--- src/rtl/mul_pkg.sv ---
// Shared definitions for the sequential multiplier: multiply-class command
// encodings (Instr[23:21]), FSM states and the signed-command selector.
package mul_pkg;

    localparam logic [2:0] MUL_CMD   = 3'b000;
    localparam logic [2:0] MLA_CMD   = 3'b001;
    localparam logic [2:0] UMULL_CMD = 3'b100;
    localparam logic [2:0] UMLAL_CMD = 3'b101;
    localparam logic [2:0] SMULL_CMD = 3'b110;
    localparam logic [2:0] SMLAL_CMD = 3'b111;

    // cmd[2:1] value that selects SMULL/SMLAL
    localparam logic [1:0] SIGNED_PREFIX = 2'b11;

    typedef enum logic [1:0] {
        IDLE   = 2'b00,
        CALC   = 2'b01,
        FINISH = 2'b10
    } state_t;

endpackage

--- src/rtl/mul_finish.sv ---
// Combinational completion stage: sign fix of the magnitude product,
// accumulate, result word split and N/Z generation.
module mul_finish
    import mul_pkg::*;
#(
    parameter int WIDTH = 32
) (
    input  logic [2:0]         cmd,
    input  logic               neg,
    input  logic [2*WIDTH-1:0] product,
    input  logic [WIDTH-1:0]   acc_lo,
    input  logic [WIDTH-1:0]   acc_hi,
    output logic [WIDTH-1:0]   res_lo,
    output logic [WIDTH-1:0]   res_hi,
    output logic               flag_n,
    output logic               flag_z,
    output logic               long_op
);

    logic [2*WIDTH-1:0] fixed;
    logic [2*WIDTH-1:0] sum;
    logic [WIDTH-1:0]   short_sum;

    always_comb begin
        fixed     = neg ? (~product + {{(2*WIDTH-1){1'b0}}, 1'b1}) : product;
        long_op   = (cmd == UMULL_CMD) || (cmd == UMLAL_CMD) ||
                    (cmd == SMULL_CMD) || (cmd == SMLAL_CMD);
        sum       = fixed + (((cmd == UMLAL_CMD) || (cmd == SMLAL_CMD)) ?
                             {acc_hi, acc_lo} : '0);
        // MUL, MLA and the undefined 010/011 encodings share the short path
        short_sum = fixed[WIDTH-1:0] + ((cmd == MLA_CMD) ? acc_lo : '0);
        if (long_op) begin
            res_lo = sum[WIDTH-1:0];
            res_hi = sum[2*WIDTH-1:WIDTH];
            flag_n = sum[2*WIDTH-1];
            flag_z = (sum == '0);
        end else begin
            res_lo = short_sum;
            res_hi = '0;
            flag_n = short_sum[WIDTH-1];
            flag_z = (short_sum == '0);
        end
    end

endmodule

--- src/rtl/mul_seq_unit.sv ---
// Iterative shift-add multiplier for the ARM multiply class.
// Optional macro MUL_EARLY_TERM_EN: leave CALC once the multiplier is exhausted.
module mul_seq_unit
    import mul_pkg::*;
#(
    parameter int WIDTH = 32,
    parameter int CNT_W = 6
) (
    input  logic             clk,
    input  logic             reset,
    input  logic             start,
    input  logic [2:0]       cmd,
    input  logic             set_flags,
    input  logic [WIDTH-1:0] op_a,
    input  logic [WIDTH-1:0] op_b,
    input  logic [WIDTH-1:0] acc_lo,
    input  logic [WIDTH-1:0] acc_hi,
    output logic             busy,
    output logic             done,
    output logic [WIDTH-1:0] result_lo,
    output logic [WIDTH-1:0] result_hi,
    output logic             long_op,
    output logic             flags_we,
    output logic             flag_n,
    output logic             flag_z
);

    state_t             state;
    logic [2:0]         cmd_q;
    logic               set_flags_q;
    logic               neg_q;
    logic [WIDTH-1:0]   acc_lo_q;
    logic [WIDTH-1:0]   acc_hi_q;
    logic [2*WIDTH-1:0] mcand;
    logic [WIDTH-1:0]   mplier;
    logic [2*WIDTH-1:0] prod;
    logic [CNT_W-1:0]   cnt;

    logic               signed_op;
    logic               last_step;
    logic [WIDTH-1:0]   mag_a;
    logic [WIDTH-1:0]   mag_b;
    logic [WIDTH-1:0]   fin_lo;
    logic [WIDTH-1:0]   fin_hi;
    logic               fin_n;
    logic               fin_z;
    logic               fin_long;

    always_comb begin
        signed_op = (cmd[2:1] == SIGNED_PREFIX);
        // most-negative input maps onto itself, read back as an unsigned magnitude
        mag_a = (signed_op && op_a[WIDTH-1]) ? (~op_a + {{(WIDTH-1){1'b0}}, 1'b1}) : op_a;
        mag_b = (signed_op && op_b[WIDTH-1]) ? (~op_b + {{(WIDTH-1){1'b0}}, 1'b1}) : op_b;
`ifdef MUL_EARLY_TERM_EN
        last_step = (mplier[WIDTH-1:1] == '0) || (cnt == CNT_W'(WIDTH - 1));
`else
        last_step = (cnt == CNT_W'(WIDTH - 1));
`endif
    end

    mul_finish #(.WIDTH(WIDTH)) u_finish (
        .cmd     (cmd_q),
        .neg     (neg_q),
        .product (prod),
        .acc_lo  (acc_lo_q),
        .acc_hi  (acc_hi_q),
        .res_lo  (fin_lo),
        .res_hi  (fin_hi),
        .flag_n  (fin_n),
        .flag_z  (fin_z),
        .long_op (fin_long)
    );

    always_ff @(posedge clk or negedge reset) begin
        if (!reset) begin
            state       <= IDLE;
            cmd_q       <= '0;
            set_flags_q <= 1'b0;
            neg_q       <= 1'b0;
            acc_lo_q    <= '0;
            acc_hi_q    <= '0;
            mcand       <= '0;
            mplier      <= '0;
            prod        <= '0;
            cnt         <= '0;
            busy        <= 1'b0;
            done        <= 1'b0;
            result_lo   <= '0;
            result_hi   <= '0;
            long_op     <= 1'b0;
            flags_we    <= 1'b0;
            flag_n      <= 1'b0;
            flag_z      <= 1'b0;
        end else begin
            done     <= 1'b0;
            flags_we <= 1'b0;
            case (state)
                IDLE: begin
                    busy <= 1'b0;
                    if (start) begin
                        cmd_q       <= cmd;
                        set_flags_q <= set_flags;
                        neg_q       <= signed_op & (op_a[WIDTH-1] ^ op_b[WIDTH-1]);
                        acc_lo_q    <= acc_lo;
                        acc_hi_q    <= acc_hi;
                        mcand       <= {{WIDTH{1'b0}}, mag_a};
                        mplier      <= mag_b;
                        prod        <= '0;
                        cnt         <= '0;
                        busy        <= 1'b1;
                        state       <= CALC;
                    end
                end
                CALC: begin
                    if (mplier[0]) begin
                        prod <= prod + mcand;
                    end
                    mcand  <= mcand << 1;
                    mplier <= mplier >> 1;
                    cnt    <= cnt + 1'b1;
                    if (last_step) begin
                        state <= FINISH;
                    end
                end
                FINISH: begin
                    // busy stays high through the done cycle and drops in IDLE
                    result_lo <= fin_lo;
                    result_hi <= fin_hi;
                    long_op   <= fin_long;
                    flag_n    <= fin_n;
                    flag_z    <= fin_z;
                    flags_we  <= set_flags_q;
                    done      <= 1'b1;
                    state     <= IDLE;
                end
                default: state <= IDLE;
            endcase
        end
    end

endmodule

--- config.mk ---
export PLATFORM = sky130hd
export DESIGN_NAME = mul_seq_unit
export DESIGN_NICKNAME = d
export VERILOG_FILES = /design/src/rtl/mul_pkg.sv /design/src/rtl/mul_finish.sv /design/src/rtl/mul_seq_unit.sv
export SDC_FILE = /design/constraint.sdc
export NUM_CORES = 1
export LEC_CHECK = 0
export ABC_AREA = 1
export CORE_MARGIN = 2
export CORE_UTILIZATION = 50
export DETAILED_ROUTE_END_ITERATION = 6
export GPL_TIMING_DRIVEN = 0
export PLACE_DENSITY = 0.77
export SKIP_LAST_GASP = 1
export SLEW_MARGIN = 20
export SYNTH_ARGS = -nofsm -noshare
export SYNTH_HDL_FRONTEND = slang
export SYNTH_HIERARCHICAL = 1
export SYNTH_SLANG_ARGS = --single-unit
--- constraint.sdc ---
create_clock -name clk -period 11.2 [get_ports clk]
set_clock_uncertainty 0.15 [all_clocks]
set_input_delay 3.36 -clock clk [delete_from_list [all_inputs] [get_ports clk]]
set_output_delay 3.36 -clock clk [all_outputs]
set_load 0.005 [all_outputs]
==> flow_summary.json <==
{
  "status": "finished with violations",
  "violations": "design-rule violations",
  "ant_nets": 0,
  "grt_overflow": 0,
  "p_leak_nw": 17.8,
  "top_level_ports": 205,
  "synth_top_family_by_area": "simple AND/OR/NAND/NOR gates",
  "antenna_cells": 0,
  "cp.arrival_ps": 6460,
  "die-height_um": 243,
  "p_clk_share_pct": 13.1,
  "die_width_um": 243,
  "cts_sinks": 307,
  "yosys.area.top_type": "dfrtp_1",
  "gr-usage-all-layers_pct": 32.5,
  "port_buffers": 204,
  "critPathMostFrequentCell": "nand2_1",
  "clockRootBuffer": "clkbuf_16",
  "cts_resized": 0,
  "worstMarginPinSlew_ps": 1050,
  "synth_compound_area_share_pct": 11.3,
  "fin_crit_ps": 6100,
  "finalCritPeriodShare_pct": 54.5,
  "yosys.area_share.simple_pct": 39.7,
  "antenna_found_initial": 1,
  "rows": 87,
  "synth_edf_count": 0,
  "clk_pin_slew_ps": 60,
  "cts_made_buffers": 38,
  "fillers": 5842,
  "rsz0062_at_grt": "no",
  "post-route-drc-count": 6,
  "cpMaxStageDelayCell": "clkbuf_1",
  "muxShareOfSynthArea_pct": 0.0702,
  "yosysSeqAreaShare_pct": 26.9,
  "finalSetupViolCount": 0,
  "p_per_area_nw_per_um2": 300,
  "p_comb_share_pct": 66.2,
  "area_delta_synth_final_pct": 15.3,
  "yosysTopAreaCellShare_pct": 26.9,
  "synth_fa_ha_area_share_pct": 6.97,
  "multiInputGateArea_um2": 17700,
  "start_kind": "register",
  "internal_power_w": 0.00445,
  "drt_wl_total_um": 96900,
  "cp.required_ps": 11560,
  "netlist_instances": 4716,
  "vias_per_cell": 5.27,
  "wl_per_cell_um": 16.9,
  "drive_gt1_share_pct": 5.01,
  "worst_path_largest_cell_delay_ps": 610,
  "globalplace.congestion": 0.983,
  "setup-tns-final_ps": 0,
  "ys_seq_elements": 307,
  "dieArea_um2": 59000,
  "insertion_delay_ps": 580,
  "ys.flop_type": "dfrtp_1",
  "seqCellArea_um2": 7680,
  "tritoncts": "built",
  "holdWs_ps": 290,
  "ys_async_sr_fraction_pct": 100,
  "synthesis.nets": 5008,
  "synthXorXnorAreaFrac_pct": 4.05,
  "grt_pass1_vias": 28200,
  "final_nets": 5255,
  "htreeDepth": 2,
  "swShare_pct": 54.8,
  "synth_area_um2": 28500,
  "yosysWarnings": 6,
  "pwr-share-seq_pct": 20.8,
  "fmax_ghz": 0.164,
  "drt_iter0_markers": 2248,
  "maxCapViolations": 0,
  "synthTopCellsByCount": "1754 x nand2_1, 672 x inv_1, 498 x nor2_1, 307 x dfrtp_1, 220 x nand3_1",
  "cts_setup_buffers": 0,
  "grt_first_pass_wirelength_um": 151000,
  "cp-end-kind": "register",
  "power_switching_w": 0.00540,
  "synth.distinct_cells": 56,
  "yosysMostFrequentCell": "nand2_1",
  "crit_fanout": 10,
  "hold_class": "reg -> reg",
  "syn_area_per_cell_um2": 6.05,
  "core_area_um2": 56400,
  "ctsHoldBuffers": 0,
  "vdd_drop_max_uv": 141,
  "clk_path_buf_depth": 3,
  "synth_area_leaders": "dfrtp_1 27%, nand2_1 23%, inv_1 8.8%",
  "initial_core_util_pct": 50.6,
  "place_hpwl_um": 80200,
  "dr.pass1.iters": 7,
  "r2r_slack_ps": 5100,
  "path_class": "reg -> reg",
  "grt_max_degree": 97,
  "hold_violations": 0,
  "vias": 30300,
  "timing.slew.headroom_pct": 29.9,
  "drv_slew": 0
}
cells in the final DEF, fill, tap and decap left out, drive strengths merged, types with 9 or more instances in the layout:
cell type      count
ha               154
clkinv            23
clkbuf           104
o31ai             10
nor3              70
clkdlybuf4s50    203
nand4             36
nand3            235
a31oi             19
buf               48
or2               12
nor4              15
xor2              85
xnor2             47
nand2           1795
dfrtp            307
o22ai             31
o21ai            208
o21bai             9
a22oi             56
nor2             530
inv              711
nand3b            36
a21oi            192
registers in the layout, indices dropped and copies added (netlist names), 2 cells and up:
| signal | count |
|---|---|
| cnt | 6 |
| acc_lo_q | 32 |
| mplier | 32 |
| result_lo | 32 |
| state | 2 |
| result_hi | 32 |
| prod | 64 |
| acc_hi_q | 32 |
| cmd_q | 3 |
| mcand | 64 |
final cells by class:
| class | count | area share [%] |
|---|---|---|
| multi-input combinational | 3590 | 53.9 |
| timing repair buffer | 207 | 6.48 |
| clock inverter | 24 | 0.833 |
| sequential | 307 | 23.4 |
| tap | 756 | 2.88 |
| clock buffer | 45 | 3.06 |
| inverter | 716 | 8.17 |
| buffer | 103 | 1.34 |
logic make-up (layout without fill, tap and decap cells):
kind of cell / Yosys count / after routing
AO/OA/AOI/OAI: 566 / 566
XOR/XNOR: 132 / 132
adder cells (fa/ha/maj): 157 / 157
buffers and inverters: 819 / 1095
flip-flops: 307 / 307
multiplexers: 2 / 2
AND/OR/NAND/NOR: 2733 / 2733
stage by stage:
stage | area [µm²] | total power, W | setup slack (ps) | utilization (%) | std cells
4_1_cts | 32900 | 0.00972 | 5210 | 58.3 | 5748
5_1_grt | 32900 | 0.0107 | 4680 | 58.3 | 5748
3_3_place_gp | 31500 | 0.00831 | -6850 | 55.9 | 5676
6_report | 32900 | 0.00986 | 5100 | 58.3 | 5748
2_1_floorplan | 28500 | 0.00641 | 6460 | - | 4716
3_5_place_dp | 31600 | 0.00838 | 5310 | 56.0 | 5679
worst max-delay path: cells and delay by family (launching register included):
kind            cells  cell delay [ps]
compound gates      3              930
fa+ha+maj           1              520
buf+inv             4             1780
flops               1              600
simple gates       19             2010
worst paths after layout:
check                      startpoint      endpoint  cells after the start
hold / removal                 cnt[5]      state[1]                      1
setup reg to reg                neg_q        flag_z                     27
max in group asynchronous       reset     mcand[52]                      3
setup / recovery                neg_q        flag_z                     27
hold reg to reg                cnt[5]      state[1]                      1
min in group asynchronous       reset  result_lo[0]                      1
per-layer routing:
layer	track usage [%]	vias up	share of wire (%)
met5	0	-	0
met4	11.8	0	3.8
met3	3.43	174	5.8
met2	54.2	903	45
met1	43.6	13900	45
li1	-	15300	-
power by group through the flow:
stage / combinational (W) / sequential (W) / clock (W)
finish: 0.00652 / 0.00205 / 0.00129
global placement: 0.00628 / 0.00203 / 0
global route: 0.00723 / 0.00209 / 0.00134
floorplan: 0.00455 / 0.00186 / 0
CTS: 0.00638 / 0.00202 / 0.00131
detailed placement: 0.00634 / 0.00204 / 0
Power figures use the tool's default switching activity.
